## src/rtl/sum10_operand_loader.sv

```systemverilog
// sum10_operand_loader
// Feeds the ten-operand carry-save adder tree. Bytes arrive one per handshake
// and are packed into a zero-padded frame on the ops bus. Once the frame is
// complete, ops_valid is held for one cycle while the adder's combinational sum
// is captured. The captured sum and operand count are then held for a
// downstream consumer until it accepts them.
//
// Handshake rules (valid/ready on both sides):
//   A transfer happens at a rising edge where valid && ready are both high.
//   Once valid is raised, the producer holds it and its data steady until that
//   edge. Ready may depend on state, but never on valid in the same cycle.
//   in_valid is ignored while in_ready=0 (CAPTURE/DONE). The byte is not lost;
//   it is taken once the loader is back in FILL.

module sum10_operand_loader #(
    parameter int NOPS = 10,
    parameter int W    = 8,
    parameter int SW   = 16
) (
    input  logic              clk,
    input  logic              rst,
    input  logic              flush,
    input  logic              in_valid,
    output logic              in_ready,
    input  logic [W-1:0]      in_data,
    input  logic              in_last,
    output logic [NOPS*W-1:0] ops,
    output logic              ops_valid,
    input  logic [SW-1:0]     sum_in,
    output logic              out_valid,
    input  logic              out_ready,
    output logic [SW-1:0]     out_sum,
    output logic [3:0]        out_count,
    output logic [1:0]        dbg_state
);

    typedef enum logic [1:0] {
        S_FILL    = 2'd0,
        S_CAPTURE = 2'd1,
        S_DONE    = 2'd2
    } state_t;

    state_t             r_state;
    // Slot index of the next byte in FILL. On the final byte it is left
    // pointing at that byte, so the operand count is r_cnt + 1.
    logic [3:0]         r_cnt;
    logic [NOPS*W-1:0]  r_ops;
    logic [SW-1:0]      r_sum;
    logic [3:0]         r_count;

    logic               w_accept;
    logic               w_frame_end;
    logic               w_release;

    // Handshake qualifiers decoded from the state flop
    assign w_accept    = in_valid && (r_state == S_FILL);
    assign w_frame_end = in_last || (r_cnt == 4'(NOPS - 1));
    assign w_release   = out_ready && (r_state == S_DONE);

    // Frame FSM: fills slots, captures the adder sum, and holds the result
    always_ff @(posedge clk) begin
        if (rst) begin
            r_state <= S_FILL;
            r_cnt   <= 4'd0;
            r_ops   <= '0;
            r_sum   <= '0;
            r_count <= 4'd0;
        end else if (flush) begin
            // Abort the frame. Any held result is dropped by leaving DONE;
            // out_sum/out_count are simply not valid any more.
            r_state <= S_FILL;
            r_cnt   <= 4'd0;
            r_ops   <= '0;
        end else begin
            case (r_state)
                S_FILL: begin
                    if (w_accept) begin
                        for (int i = 0; i < NOPS; i++) begin
                            if (r_cnt == 4'(i)) begin
                                r_ops[i*W +: W] <= in_data;
                            end
                        end
                        if (w_frame_end) begin
                            r_state <= S_CAPTURE;
                        end else begin
                            r_cnt <= r_cnt + 4'd1;
                        end
                    end
                end
                S_CAPTURE: begin
                    r_sum   <= sum_in;
                    r_count <= r_cnt + 4'd1;
                    r_state <= S_DONE;
                end
                S_DONE: begin
                    if (w_release) begin
                        r_state <= S_FILL;
                        r_cnt   <= 4'd0;
                        r_ops   <= '0;
                    end
                end
                default: begin
                    r_state <= S_FILL;
                    r_cnt   <= 4'd0;
                    r_ops   <= '0;
                end
            endcase
        end
    end

    // Outputs: registered values, plus handshake flags decoded from state
    assign in_ready  = (r_state == S_FILL);
    assign ops_valid = (r_state == S_CAPTURE);
    assign out_valid = (r_state == S_DONE);
    assign ops       = r_ops;
    assign out_sum   = r_sum;
    assign out_count = r_count;
    assign dbg_state = r_state;

endmodule

```

## config.mk

```make
export PLATFORM = sky130hd
export DESIGN_NAME = sum10_operand_loader
export DESIGN_NICKNAME = d
export VERILOG_FILES = /design/src/rtl/sum10_operand_loader.sv
export SDC_FILE = /design/constraint.sdc
export NUM_CORES = 1
export LEC_CHECK = 0
export BUFFER_PORTS_ARGS = -buffer_cell sky130_fd_sc_hd__buf_2
export CAP_MARGIN = 15
export CORE_UTILIZATION = 50
export DETAILED_ROUTE_END_ITERATION = 8
export GPL_TIMING_DRIVEN = 0
export HOLD_SLACK_MARGIN = 0.1
export MAX_ROUTING_LAYER = met4
export PLACE_DENSITY = 0.78
export SKIP_CTS_REPAIR_TIMING = 1
export SYNTH_ARGS = -nofsm -noshare
export SYNTH_HDL_FRONTEND = slang
export SYNTH_SLANG_ARGS = --single-unit
```

## constraint.sdc

```tcl
create_clock -name clk -period 3.54 [get_ports clk]
set_clock_uncertainty 0.05 [all_clocks]
set_input_delay 0.177 -clock clk [delete_from_list [all_inputs] [get_ports clk]]
set_output_delay 0.177 -clock clk [all_outputs]
set_load 0.1 [all_outputs]
```

After elaboration in Yosys (flattened, before gate mapping):

Cells that the tools add are included.

* output and inout port bits: 105
* input bits: 30
* logic and storage cells: 82
* register bits after elaboration: 106

* reduce and logical (&&, ||, !) cells: 19
* eq/ne operators: 25
* multiplexer cells: 21
* bitwise logic cells: 2
* add/subtract/negate cells: 1

Operators by type and width (count)
* 80-bit one-hot mux with 3 select lines: 1
* 80-bit 2-to-1 mux: 2
* 8-bit 2-to-1 mux: 10
* 4-bit AND reduction: 11
* 2-bit by 1-bit != test with 1-bit output, second input constant: 13
* 4-bit by 3-bit == test with 1-bit output, second input constant: 4
* 4-bit 2-to-1 mux: 3
* 4-bit one-hot mux with 3 select lines: 1
* 4-bit by 2-bit == test with 1-bit output, second input constant: 2
* 4-bit == test, second input constant: 2
* 2-bit 2-to-1 mux: 3
* 2-bit one-hot mux with 3 select lines: 1
* 4-bit by 1-bit adder with 4-bit output, second input constant: 1
* 4-bit by 1-bit == test with 1-bit output, second input constant: 1
* 4-bit zero test: 1
* 3-bit AND reduction: 1
* 2-bit by 1-bit == test with 1-bit output, second input constant: 1
* 2-bit == test, second input constant: 1
* 1-bit logical AND: 2
* 2-bit zero test: 1
* 2-bit != test, second input constant: 1
* 1-bit NOT: 2
* 2-bit AND reduction: 1
* 2-bit OR reduction: 1
* 1-bit logical OR: 1

Depth between registers and ports, before layout:

* word-level depth: 5
* mapped depth: 6
* gate-level depth less buffers: 5

Worst setup path after synthesis:

No wires, ideal clock.

* path kind: flip-flop to flip-flop
* from: reg r_state[1], in the netlist dbg_state[1]
* to: reg r_state[1], in the netlist dbg_state[1]
* library setup time: 70 ps
* data arrival time: 2850 ps
* clock period less this slack: 2970 ps
* data required time: 3420 ps
* buffers on the path: 1
* cell stages (with the launch flop): 5
* slack: 570 ps
* cells stage by stage: dfxtp_1 buf_6 nor2b_1 a21oi_1 nor2_1

* longest elaborated chain between the ends: 4
* elaborated cells on any way between the ends: 10
* those cells by class: 5 x eq/ne; 1 x mux; 4 x reduce/logical

Ends and longest elaborated chain
* from (decl): line 43 `state_t r_state;`
* from (signal assigned): line 63 `r_state <= S_FILL;`
* from (signal assigned): line 71 `r_state <= S_FILL;`
* from (signal assigned): line 84 `r_state <= S_CAPTURE;`
* 2-bit == test (*)
* named net out_valid: line 30 `output logic out_valid,`
* 1-bit logical AND: line 58 `assign w_release = out_ready && (r_state == S_DONE);`
* 2-bit by 1-bit != test with 1-bit output (no source line)
* 3-bit AND reduction (no source line)

Mark *: on every way through the listed nets, which the timed path passes. The rest lies on a longest branch.
A chain may end at the register's enable or synchronous reset.

Worst setup path after layout:

* from: reg r_state[1], in the netlist dbg_state[1]
* to: out in_ready

* longest elaborated chain between the ends: 1

Ends and longest elaborated chain
* 2-bit zero test: line 112 `assign in_ready = (r_state == S_FILL);`
* to (decl): line 24 `output logic in_ready,`

Every way passes these cells.

==> run metrics <==
outcome complete, no violations; num rows 32; fin crit period roughly 2.1 ns; global-route wire length before repair 15970 um; Yosys warnings 0; Worst Setup End Kind output port; R2R Setup Slk roughly 1.4 ns; CTS HTree Levels 3; GPL Wtd Cong around 0.84; Primary FF master, synth dfxtp_1; Post-synth EDFFs 0; CTS max path bufs 2; Max IR drop VDD between 200 and 300 uV; clock share of power 0.327; cell breakdown of the critical path buf_6 > or2_2 > buf_2 > inv_1 > buf_2; grt met2 use 0.4049; largest net degree at the start of global routing 20; placed cells 652; Final Max Slew Viols 0; most frequent CP cell buf_2; NetSw roughly 600 uW; CP max FO 10; commonest non-fill, non-tap cells in the layout buf_2, nand2_1, dfxtp_1, mux2i_1, a21oi_1; synthesis-to-finish area growth 28.38%; n_diodes 0; commonest non-fill, non-tap cell in the layout buf_2; synthesis-stage register bit count around 110; area of the die 8566 sq um; WHS Path Cells 4; Worst path slowest cell buf_2; hpwl dp roughly 7000 um; final-report setup violation count 0; LEAKAGE between 2 and 3 nW; CP arrival 1.90 ns; Async SR Flop Fraction 0; WP data required 3.31 ns; Synth cell types 33; path depth of the worst reg2reg path 6; Vias about 3500; power density over cell area approximately 400 nW/um^2; non-filler instance count after layout slightly below 700; Final WS setup between 1 and 1.5 ns; DRC 0; Total Wirelength approximately 10000 um; Slowest Stage Delay on Critical Path about 0.44 ns; relative slew slack 0.5473; part of the power in registers 0.562; CTS Sinks 106; Comb power frac 0.110; CTS tree yes; Crit path buffers/inverters 4; Skew-Pair Late Insertion Delay approximately 0.36 ns; switching share of power 0.2863; Top Family by Delay on Critical Path buffers and inverters; Worst Hold Class primary input to flip-flop; gr ovfl total 0; Pre-antenna DRT Iters 4; origin of the critical flop-to-flop path r_cnt[1]; nets roughly 610; cell area after placement between 4000 and 5000 sq um; Worst-path clk slew about 0.1 ns; RSZ-0062 raised after global routing false; CTS buffer count 9; Final Cell Area about 5300 sq um; met3 usage 0.07389; mean post-synth cell area slightly below 10 sq um; Final Hold Fails 0; Seq/Total Area, Yosys 0.5175; Core Region roughly 8000 sq um; maxcap violations 0; Initial DRC Count 126; Net Count, Synth 450; Critical R2R Capture dbg_state[0]; Total GRT Usage 0.2484; Post-Synthesis Cells about 420; die height about 93 um; Die X 92.56 um; post-route ant nets 0; CTS root buf clkbuf_8; fmax between 0.4 and 0.5 GHz; fraction of layout instances using a drive strength above 1 0.2911; actual slew at the worst max-slew pin between 0.6 and 0.7 ns; grt met1 use 0.2913; Via density around 5.1; boundary pin count between 100 and 150; starting density of the core 0.5225; Setup crit start dbg_state[1]; Worst setup SP type flip-flop; Hold Crit Endpoint dbg_state[1]; Cell Area, Synth 4100 sq um; port bufs between 100 and 150; fillers 635; Pint around 1.5 mW; WL/cell approximately 15 um; pre-CTS setup slack 1.507 ns; WHS 0.1029 ns; CP Class flip-flop to output port; worst hold start out_ready; initial antenna violation count 0; Final TNS setup 0 ns; Final Cycle Share 0.6014; most used routing layer met2; number of global-route vias before repair approximately 3300
[area by class of cell]
class	instances	area (sq um)	share of cell area
Buffer	25	108.9	0.02068
Clock buffer	9	123.9	0.02353
Clock inverter	7	61.31	0.01165
Inverter	4	15.01	0.002852
Multi-Input combinational cell	281	1854	0.3523
Sequential cell	106	2122	0.4031
Tap cell	102	127.6	0.02425
Timing Repair Buffer	152	850.8	0.1616
[Yosys cell counts (all sizes together) (3+ instances only)]
library cell,count,area (sq um)
dfxtp,106,2122
ha,4,50.05
clkbuf,19,72.56
a21oi,20,100.1
o22ai,10,125.1
buf,6,36.28
nor2,5,18.77
and3b,6,52.55
mux2i,80,800.8
inv,4,15.01
nor3b,6,45.04
o211ai,3,22.52
nand2,123,461.7
[state kept, by name (all words and copies together), names as in the netlist]
signal / count
dbg_state: 2
ops: 80
out_count: 4
out_sum: 16
r_cnt: 4
[worst max path at each step]
stage                               to  slack (ns)  cells after the start
after floorplan           dbg_state[1]        0.57                      4
after detailed placement       ops[74]        1.51                      6
after global routing          in_ready        1.31                      5
after CTS                     in_ready        1.40                      5
after global placement         ops[74]        1.62                      6
final                         in_ready        1.41                      5
[metrics by stage]
step	power, mW	utilization
floorplan	1.404	-
global placement	1.457	0.6242
detailed placement	1.461	0.6242
CTS	2.150	0.6478
global route	2.224	0.6708
finish	2.153	0.6708
[cells by family (layout without fill, tap and decap cells)]
family | after synthesis | in the layout | synth area share
xor+xnor | 1 | 1 | 0.002136
buf+inv | 29 | 197 | 0.03021
compound gates | 42 | 42 | 0.07720
mux | 80 | 80 | 0.1953
flops | 106 | 106 | 0.5175
fa+ha+maj | 4 | 4 | 0.01221
simple gates | 154 | 154 | 0.1654
[metal layers]
metal / share of wire / up-vias
met5: 0 / -
met4: 0.016 / 0
met3: 0.069 / 15
met2: 0.48 / 131
met1: 0.43 / 1649
li1: - / 1727
[worst min-delay path, delay by kind of cell]
family	cells	cell delay, ns
AOI/OAI and AO/OA	1	0.05
buffers and inverters	2	0.16
and+or+nand+nor	1	0.08
[power groups by stage]
stage	Clock (mW)	Combinational [mW]	Sequential, mW
detailed placement	0	0.223	1.24
global placement	0	0.220	1.24
finish	0.705	0.238	1.21
CTS	0.716	0.223	1.21
global route	0.761	0.251	1.21
floorplan	0	0.0809	1.32
Note: power is estimated with default switching activity, not from simulation.
